`src/rtl/grid_slot_scheduler.sv`:
```
// Round-robin arbiter that feeds one shared PR slot and returns results in order using a tag FIFO.
// Defining GRID_SLOT_PERF_EN adds grant/stall performance counters.
module grid_slot_scheduler #(
  parameter int unsigned NUM_REQ         = 4,
  parameter int unsigned MAX_OUTSTANDING = 4,
  parameter int unsigned XLEN            = 32
) (
  input  logic                    clk,
  input  logic                    rst,
  input  logic [NUM_REQ-1:0]      req_valid,
  input  logic [NUM_REQ*XLEN-1:0] req_rs1,
  input  logic [NUM_REQ*XLEN-1:0] req_rs2,
  output logic [NUM_REQ-1:0]      req_ready,
  output logic [XLEN-1:0]         slot_data_in1,
  output logic [XLEN-1:0]         slot_data_in2,
  output logic                    slot_valid_in1,
  output logic                    slot_valid_in2,
  input  logic [XLEN-1:0]         slot_data_out,
  input  logic                    slot_data_valid_out,
  output logic [NUM_REQ-1:0]      rsp_valid,
  output logic [XLEN-1:0]         rsp_data,
  input  logic                    flush_req,
  output logic                    flush_done,
  output logic                    err,
  output logic [31:0]             perf_grants,
  output logic [31:0]             perf_stalls
);

  localparam int unsigned IW = $clog2(NUM_REQ);
  localparam int unsigned PW = (MAX_OUTSTANDING > 1) ? $clog2(MAX_OUTSTANDING) : 1;
  localparam int unsigned CW = $clog2(MAX_OUTSTANDING) + 1;
  localparam logic [CW-1:0] MaxCnt  = CW'(MAX_OUTSTANDING);
  localparam logic [PW-1:0] LastPtr = PW'(MAX_OUTSTANDING - 1);
  localparam logic [IW-1:0] LastIdx = IW'(NUM_REQ - 1);

  typedef enum logic [1:0] {StRun, StDrain, StDone} state_e;

  state_e              state_q, state_d;
  logic [IW-1:0]       rr_q, rr_d;
  logic [IW-1:0]       gnt_idx, cand;
  logic                found, can_grant, push, pop;
  logic [CW-1:0]       cnt_q, cnt_d;
  logic [PW-1:0]       wr_q, rd_q;
  logic [IW-1:0]       tag_mem [MAX_OUTSTANDING];
  logic [XLEN-1:0]     rs1_sel, rs2_sel;
  logic [XLEN-1:0]     in1_q, in2_q, rsp_d_q;
  logic                slot_v_q, err_q;
  logic [NUM_REQ-1:0]  rsp_v_q, rsp_v_d;

  // Search starts one past the last granted index; credits come from the registered count only.
  always_comb begin
    found   = 1'b0;
    gnt_idx = rr_q;
    cand    = rr_q;
    for (int unsigned k = 1; k <= NUM_REQ; k++) begin
      cand = IW'((rr_q + k) % NUM_REQ);
      if (!found && req_valid[cand]) begin
        found   = 1'b1;
        gnt_idx = cand;
      end
    end
    can_grant = (state_q == StRun) && (cnt_q < MaxCnt) && rst;
    req_ready = '0;
    if (found && can_grant) req_ready[gnt_idx] = 1'b1;
  end

  assign push = |(req_valid & req_ready);
  assign pop  = slot_data_valid_out && (cnt_q != '0);
  assign rr_d = push ? gnt_idx : rr_q;

  always_comb begin
    rs1_sel = '0;
    rs2_sel = '0;
    for (int unsigned i = 0; i < NUM_REQ; i++) begin
      if (req_ready[i]) begin
        rs1_sel = req_rs1[i*XLEN +: XLEN];
        rs2_sel = req_rs2[i*XLEN +: XLEN];
      end
    end
  end

  always_comb begin
    case ({push, pop})
      2'b10:   cnt_d = cnt_q + 1'b1;
      2'b01:   cnt_d = cnt_q - 1'b1;
      default: cnt_d = cnt_q;
    endcase
    rsp_v_d = '0;
    if (pop) rsp_v_d = {{(NUM_REQ-1){1'b0}}, 1'b1} << tag_mem[rd_q];
  end

  always_comb begin
    state_d = state_q;
    case (state_q)
      StRun:   if (flush_req) state_d = StDrain;
      StDrain: if (cnt_q == '0) state_d = StDone;
      StDone:  state_d = StRun;
      default: state_d = StRun;
    endcase
  end

  always_ff @(posedge clk or negedge rst) begin
    if (!rst) begin
      state_q  <= StRun;
      rr_q     <= LastIdx;
      cnt_q    <= '0;
      wr_q     <= '0;
      rd_q     <= '0;
      in1_q    <= '0;
      in2_q    <= '0;
      slot_v_q <= 1'b0;
      rsp_v_q  <= '0;
      rsp_d_q  <= '0;
      err_q    <= 1'b0;
    end else begin
      state_q  <= state_d;
      rr_q     <= rr_d;
      cnt_q    <= cnt_d;
      slot_v_q <= push;
      rsp_v_q  <= rsp_v_d;
      if (push) begin
        wr_q  <= (wr_q == LastPtr) ? '0 : wr_q + 1'b1;
        in1_q <= rs1_sel;
        in2_q <= rs2_sel;
      end
      if (pop) rd_q <= (rd_q == LastPtr) ? '0 : rd_q + 1'b1;
      if (slot_data_valid_out) rsp_d_q <= slot_data_out;
      // A result with no tag in flight is unattributable; flag it and leave the FIFO alone.
      if (slot_data_valid_out && (cnt_q == '0)) err_q <= 1'b1;
    end
  end

  always_ff @(posedge clk) begin
    if (push) tag_mem[wr_q] <= gnt_idx;
  end

  assign slot_data_in1  = in1_q;
  assign slot_data_in2  = in2_q;
  assign slot_valid_in1 = slot_v_q;
  assign slot_valid_in2 = slot_v_q;
  assign rsp_valid      = rsp_v_q;
  assign rsp_data       = rsp_d_q;
  assign flush_done     = (state_q == StDone);
  assign err            = err_q;

`ifdef GRID_SLOT_PERF_EN
  logic [31:0] grants_q, stalls_q;

  always_ff @(posedge clk or negedge rst) begin
    if (!rst) begin
      grants_q <= '0;
      stalls_q <= '0;
    end else begin
      if (push) grants_q <= grants_q + 32'd1;
      if ((|req_valid) && !push) stalls_q <= stalls_q + 32'd1;
    end
  end

  assign perf_grants = grants_q;
  assign perf_stalls = stalls_q;
`else
  assign perf_grants = '0;
  assign perf_stalls = '0;
`endif

endmodule

```
`config.mk`:
```
export PLATFORM = sky130hd
export DESIGN_NAME = grid_slot_scheduler
export DESIGN_NICKNAME = d
export VERILOG_FILES = /design/src/rtl/grid_slot_scheduler.sv
export SDC_FILE = /design/constraint.sdc
export NUM_CORES = 1
export LEC_CHECK = 0
export BUFFER_PORTS_ARGS = -buffer_cell sky130_fd_sc_hd__buf_2
export CORE_AREA = 10 10 175 177
export DETAILED_ROUTE_END_ITERATION = 8
export DIE_AREA = 0 0 185 187
export GPL_ROUTABILITY_DRIVEN = 0
export SKIP_CTS_REPAIR_TIMING = 1
export SLEW_MARGIN = 10
export SYNTH_ARGS = -nofsm -noshare
export SYNTH_HDL_FRONTEND = slang
export SYNTH_SLANG_ARGS = --single-unit
export TNS_END_PERCENT = 1
```
`constraint.sdc`:
```
create_clock -name clk -period 3.2 [get_ports clk]
set_clock_uncertainty 0.05 [all_clocks]
set_input_delay 0.48 -clock clk [delete_from_list [all_inputs] [get_ports clk]]
set_output_delay 0.48 -clock clk [all_outputs]
set_load 0.02 [all_outputs]
```
==> After elaboration in Yosys (flattened, before gate mapping) <==
Memory sizes are Yosys's and may differ from the RTL's.
Cells that the tools add are included.
{ "totals": {"reg_bits": 113, "latch_bits": 0, "ram_bits": 8, "mem_bits_ro": 0, "elab_cells": 91, "mem_count": 1} }
{ "op_classes": {"add_sub_neg": 8, "mul": 0, "n_div": 0, "n_lt_le_gt_ge": 7, "n_eq_ne": 8, "shifts": 1, "mux": 36, "bitwise": 1, "reduce_logical": 18} }
{ "mem_list": {"columns": ["memory", "words", "word_bits", "read_ports", "rd_ports_with_merged_regs", "wr", "line_no", "source"], "rows": [
  ["tag_mem", 4, 2, 1, 0, 1, "44", "logic [IW-1:0] tag_mem [MAX_OUTSTANDING];"]
]} }
{ "ops": {"columns": ["op", "count"], "rows": [
  ["$mux 32", 8],
  ["$mux 2", 8],
  ["$lt 2x3->1 const B", 5],
  ["$mux 1", 11],
  ["$logic_and 1x1->1", 9],
  ["$add 2x1->2 const B", 4],
  ["$bmux 1 s2", 4],
  ["$eq 2x2->1 const B", 4],
  ["$mux 4", 2],
  ["$pmux 3 s2", 1],
  ["$add 2x2->2 const B", 2],
  ["$and 4x4->4", 1],
  ["$eq 2x1->1 const B", 2],
  ["$ne 2x2->1 const B", 2],
  ["$pmux 2 s2", 1],
  ["$reduce_or 4->1", 1],
  ["$shl 1x2->4 const A", 1],
  ["$add 3x1->3 const B", 1],
  ["$logic_not 1->1", 3],
  ["$logic_not 3->1", 1],
  ["$lt 3x3->1 const B", 1],
  ["$reduce_bool 3->1", 1],
  ["$sub 3x1->3 const B", 1],
  ["$demux 1 s2", 1],
  ["other kinds (4)", 4]
]} }

==> Longest topological paths before layout <==
{ "logic_depth": {"ltp_word": 22, "mapped_depth": 9, "ltp_nobuf": 9} }

==> Worst setup path before layout <==
No wires, ideal clock.
{ "synth_timing": {"kind": "input-to-reg", "from": "input req_valid[1]", "to": "register cnt_q[2]", "arrival_time_ns": 2.406, "slack_ns": 0.665, "path_stages": 9, "n_path_buf": 2, "cell_sequence": "buf_6 o41ai_4 clkbuf_1 ha_1 inv_1 fa_1 xor2_1 nor2_1 xor2_1"} }
{ "synth_via": {"elab_chain_cells": 21} }
{ "synth_lines": {"columns": ["item", "line_no", "source"], "rows": [
  ["start: declaration", "10", "input logic [NUM_REQ-1:0] req_valid,"],
  ["$bmux 1 s2", "57", "if (!found && req_valid[cand]) begin"],
  ["$mux 1 (implied by the code)", "57", null],
  ["$mux 1", "57", null],
  ["$logic_not 1->1", "57", null],
  ["$logic_and 1x1->1", "57", null],
  ["$mux 1", "57", null],
  ["$logic_not 1->1", "57", null],
  ["$logic_and 1x1->1", "57", null],
  ["(+5 left out)", null, null],
  ["$logic_and 1x1->1 (implied by the code)", "64", "if (found && can_grant) req_ready[gnt_idx] = 1'b1;"],
  ["$mux 1 (implied by the code)", "64", null],
  ["$demux 1 s2", "64", null],
  ["$mux 4", "64", null],
  ["$and 4x4->4 *", "67", "assign push = |(req_valid & req_ready);"],
  ["$reduce_or 4->1 *", "67", null],
  ["$eq 2x1->1 or $eq 2x2->1 (tied branches)", "83", "case ({push, pop})"],
  ["$pmux 3 s2 or $reduce_bool 2->1 (tied branches)", null, null],
  ["end signal: assignment", "118", "cnt_q <= cnt_d;"],
  ["end: declaration", "42", "logic [CW-1:0] cnt_q, cnt_d;"]
]} }
Mark *: on every way between the ends. The rest lies on a longest branch, timed or not. The select of a mux whose other input is x is not followed.
A chain may end at the register's enable or synchronous reset.

==> Worst setup path after layout <==
{ "layout_timing": {"from": "register rr_q[0]", "to": "output req_ready[3]"} }
{ "layout_via": {"elab_chain_cells": 18} }
{ "layout_lines": {"columns": ["item", "line_no", "source"], "rows": [
  ["start: declaration", "39", "logic [IW-1:0] rr_q, rr_d;"],
  ["start signal: assignment", "105", "rr_q <= LastIdx;"],
  ["start signal: assignment", "117", "rr_q <= rr_d;"],
  ["$add 2x1->2", "56", "cand = IW'((rr_q + k) % NUM_REQ);"],
  ["$bmux 1 s2", "57", null],
  ["$mux 1 (implied by the code)", "57", null],
  ["$mux 1", "57", null],
  ["$logic_not 1->1", "57", null],
  ["$logic_and 1x1->1", "57", null],
  ["$mux 1", "57", null],
  ["$logic_not 1->1", "57", null],
  ["(+2 left out)", null, null],
  ["$logic_not 1->1", "57", null],
  ["$logic_and 1x1->1", "57", null],
  ["$mux 2", "57", null],
  ["$lt 2x3->1 (implied by the code) or $ge 2x1->1 (tied branches)", "64", null],
  ["$logic_and 1x1->1 (implied by the code)", "64", null],
  ["$mux 1 (implied by the code)", "64", null],
  ["$demux 1 s2", "64", null],
  ["$mux 4 *", "64", null],
  ["end: declaration", "13", "output logic [NUM_REQ-1:0] req_ready,"]
]} }
Marked as above.

==> results.sh <==
export IMPL_grtUsageTotal=0.180
export IMPL_layout_drive_gt1_share=0.443
export IMPL_critPathCaptureType="output pin"
export IMPL_hold_viol=0
export IMPL_cts_buffers=17
export IMPL_p_seq_frac=0.285
export IMPL_layout_min_cycle_time_ns=2.86
export IMPL_ys_types=47
export IMPL_run_status="finished clean"
export IMPL_dpl_cell_area_sq_um=9680
export IMPL_totalWireLength_microns=32200
export IMPL_path_max_fanout=32
export IMPL_fp_row_count=61
export IMPL_drc=0
export IMPL_swShare=0.437
export IMPL_drt_pre_antenna_iters=4
export IMPL_vdd_drop_max_v=0.000309
export IMPL_cts_tree="built"
export IMPL_grt_overflow=0
export IMPL_cp_startpoint="rr_q[0]$_DFFE_PN1P_"
export IMPL_cts_max_path_buffers=2
export IMPL_dp_final_hpwl_microns=24700
export IMPL_clock_fmax_ghz=0.350
export IMPL_worstPathArrival_ns=2.33
export IMPL_async_flop_share=0.934
export IMPL_fin_tns_setup_ns=0
export IMPL_grt_pass1_vias=7922
export IMPL_clock_power_share=0.241
export IMPL_ys_flop_type="dfrtp_1"
export IMPL_die_y_microns=187
export IMPL_ys_seq_area_frac=0.397
export IMPL_grt_max_degree=74
export IMPL_synthesis_area_sq_um=7740
export IMPL_ys_warn_count=0
export IMPL_vias_per_cell=5.12
export IMPL_p_leak_nw=5.29
export IMPL_dr_first_iter_drc_count=359
export IMPL_required_ns=2.67
export IMPL_cap_violations=0
export IMPL_portBuffers=403
export IMPL_cts_htree_levels=4
export IMPL_hold_path_class="input pin to async pin"
export IMPL_die_area_sq_um=34600
export IMPL_fp_coreArea_sq_um=27300
export IMPL_r2r_start="rr_q[0]$_DFFE_PN1P_"
export IMPL_avgSynthCellArea_sq_um=10.2
export IMPL_cts_root_buf="clkbuf_16"
export IMPL_final_nets=1426
export IMPL_synth_seq_cells=121
export IMPL_period_share=0.893
export IMPL_final_cell_area_sq_um=10300
export IMPL_rsz0062_at_grt="no"
export IMPL_crit_type="register to output pin"
export IMPL_slew_headroom=0.357
export IMPL_setup_viol=0
export IMPL_ant_nets=0
export IMPL_grt_pass1_wl_microns=48400
export IMPL_drv_slew=0
export IMPL_insertion_delay_ns=0.41
export IMPL_synth_cells=761
export IMPL_intPower_mw=4.82
export IMPL_antenna_found_initial=1
export IMPL_die_x_microns=185
export IMPL_tightest_slew_ns=0.965
export IMPL_via_count=7587
export IMPL_syn_to_final_growth_pct=33.0
export IMPL_p_comb_frac=0.474
export IMPL_start_util=0.283
export IMPL_wire_per_inst_microns=21.7
export IMPL_synth_edf_count=8
export IMPL_pin_count=468
export IMPL_switchingPower_mw=3.75
export IMPL_clk_pin_slew_ns=0.06
export IMPL_power_density_nw_per_um2=832
export IMPL_start_kind="register"
export IMPL_cts_sinks=121
==> state kept, by name, summed over array words and instances (netlist names), 2 cells and up <==
register and count:
wr_q 2, slot_data_in1 32, rsp_data 32, rd_q 2, cnt_q 3, slot_data_in2 32, rsp_valid 4, state_q 2
tag_mem 8, rr_q 2
==> final timing paths <==
kind	endpoint	slack, ns	cells after the start
setup / recovery	req_ready[3]	0.34	5
hold / removal	err$_DFFE_PN0P_	0.24	2
setup reg to reg	slot_data_in1[13]$_DFFE_PN0P_	0.67	5
hold reg to reg	err$_DFFE_PN0P_	0.41	1
max in group asynchronous	slot_data_in1[24]$_DFFE_PN0P_	1.68	3
min in group clk	rsp_data[3]$_DFFE_PN0P_	0.24	2
==> worst max-delay path, cell delays in order, from the launching register on <==
cell	delay, ns
dfstp_2	0.65
mux2i_1	0.17
a221oi_4	0.35
buf_4	0.43
nor3_1	0.12
buf_2	0.19
==> power groups by stage <==
stage	sequential, mW	combinational, mW	clock (mW)
after floorplan	2.95	2.29	0
after global placement	2.45	4.03	0
after detailed placement	2.45	4.08	0
after CTS	2.43	4.09	2.12
after global routing	2.51	4.39	2.19
final	2.44	4.06	2.06
==> kinds of logic (layout without fill, tap and decap cells) <==
logic type | count (synthesis) | after routing | synth area share
adders and majority gates | 7 | 7 | 0.0123
and+or+nand+nor | 106 | 106 | 0.0653
xor gates and xnor gates | 3 | 3 | 0.00340
DFF | 121 | 121 | 0.397
other | 1 | 65 | 0.000485
muxes | 37 | 37 | 0.0563
buffers and inverters | 217 | 529 | 0.158
AOI/OAI and AO/OA | 269 | 269 | 0.307
==> Yosys cell counts, types with 2 or more instances <==
| master | n | area share |
|---|---|---|
| nor2_1 | 4 | 0.0019 |
| buf_4 | 74 | 0.072 |
| buf_2 | 16 | 0.010 |
| dfrtp_1 | 111 | 0.36 |
| and2_1 | 5 | 0.0040 |
| clkbuf_1 | 39 | 0.019 |
| mux4_2 | 2 | 0.0058 |
| edfxtp_1 | 8 | 0.031 |
| nand2_1 | 71 | 0.034 |
| o31a_1 | 64 | 0.072 |
| nor3_1 | 6 | 0.0039 |
| buf_6 | 15 | 0.022 |
| mux2_2 | 32 | 0.047 |
| o21ai_0 | 3 | 0.0019 |
| o21bai_1 | 64 | 0.062 |
| a21o_1 | 3 | 0.0029 |
| o221ai_1 | 64 | 0.072 |
| xor2_1 | 2 | 0.0023 |
| a32o_1 | 64 | 0.083 |
| mux2i_1 | 3 | 0.0039 |
| inv_1 | 72 | 0.035 |
| or3_1 | 2 | 0.0016 |
| ha_1 | 6 | 0.0097 |
| or3b_2 | 2 | 0.0023 |
| nor3b_1 | 4 | 0.0039 |
| nand3b_1 | 3 | 0.0029 |
| dfstp_2 | 2 | 0.0068 |
==> cell type report <==
cell class | instances | area (sq um)
tap | 346 | 433
clock buffer | 18 | 429
multi-input combinational | 486 | 3710
antenna | 1 | 2.50
timing repair buffer | 424 | 2190
inverter | 73 | 274
sequential | 121 | 3070
fill | 2785 | 17000
clock inverter | 14 | 186
==> placed cells by master (no fill, tap or decap), types with 3 or more instances in the layout <==
master and count:
dfrtp_1 111, buf_4 21, bufinv_16 3, clkbuf_16 17
nor2_1 4, mux2_2 32, mux2i_1 3, a21o_1 3
nand3b_1 3, nor3b_1 4, nand2_1 71, a32o_1 64
and2_1 4, inv_1 72, conb_1 64, ha_1 6
inv_6 6, o31a_1 64, buf_2 402, edfxtp_1 8
o21ai_0 3, o21bai_1 64, nor3_1 6, o221ai_1 64
==> metrics by stage <==
step | utilization | instances | setup WS, ns | total power, mW | hold slack [ns]
2_1_floorplan | - | 824 | 0.665 | 5.24 | 0.134
3_3_place_gp | 0.354 | 1450 | 0.628 | 6.48 | 0.389
3_5_place_dp | 0.354 | 1450 | 0.586 | 6.53 | 0.393
4_1_cts | 0.377 | 1482 | 0.308 | 8.64 | 0.210
5_1_grt | 0.377 | 1483 | 0.222 | 9.09 | 0.217
6_report | 0.377 | 1483 | 0.341 | 8.57 | 0.236
==> routing by layer <==
layer / wire length [microns] / up-vias / global-route usage
li1: - / 3439 / -
met1: 12100 / 3735 / 0.211
met2: 16400 / 381 / 0.305
met3: 3050 / 32 / 0.0556
met4: 647 / 0 / 0.0550
met5: 0 / - / 0
Note: power is estimated with default switching activity, not from simulation.
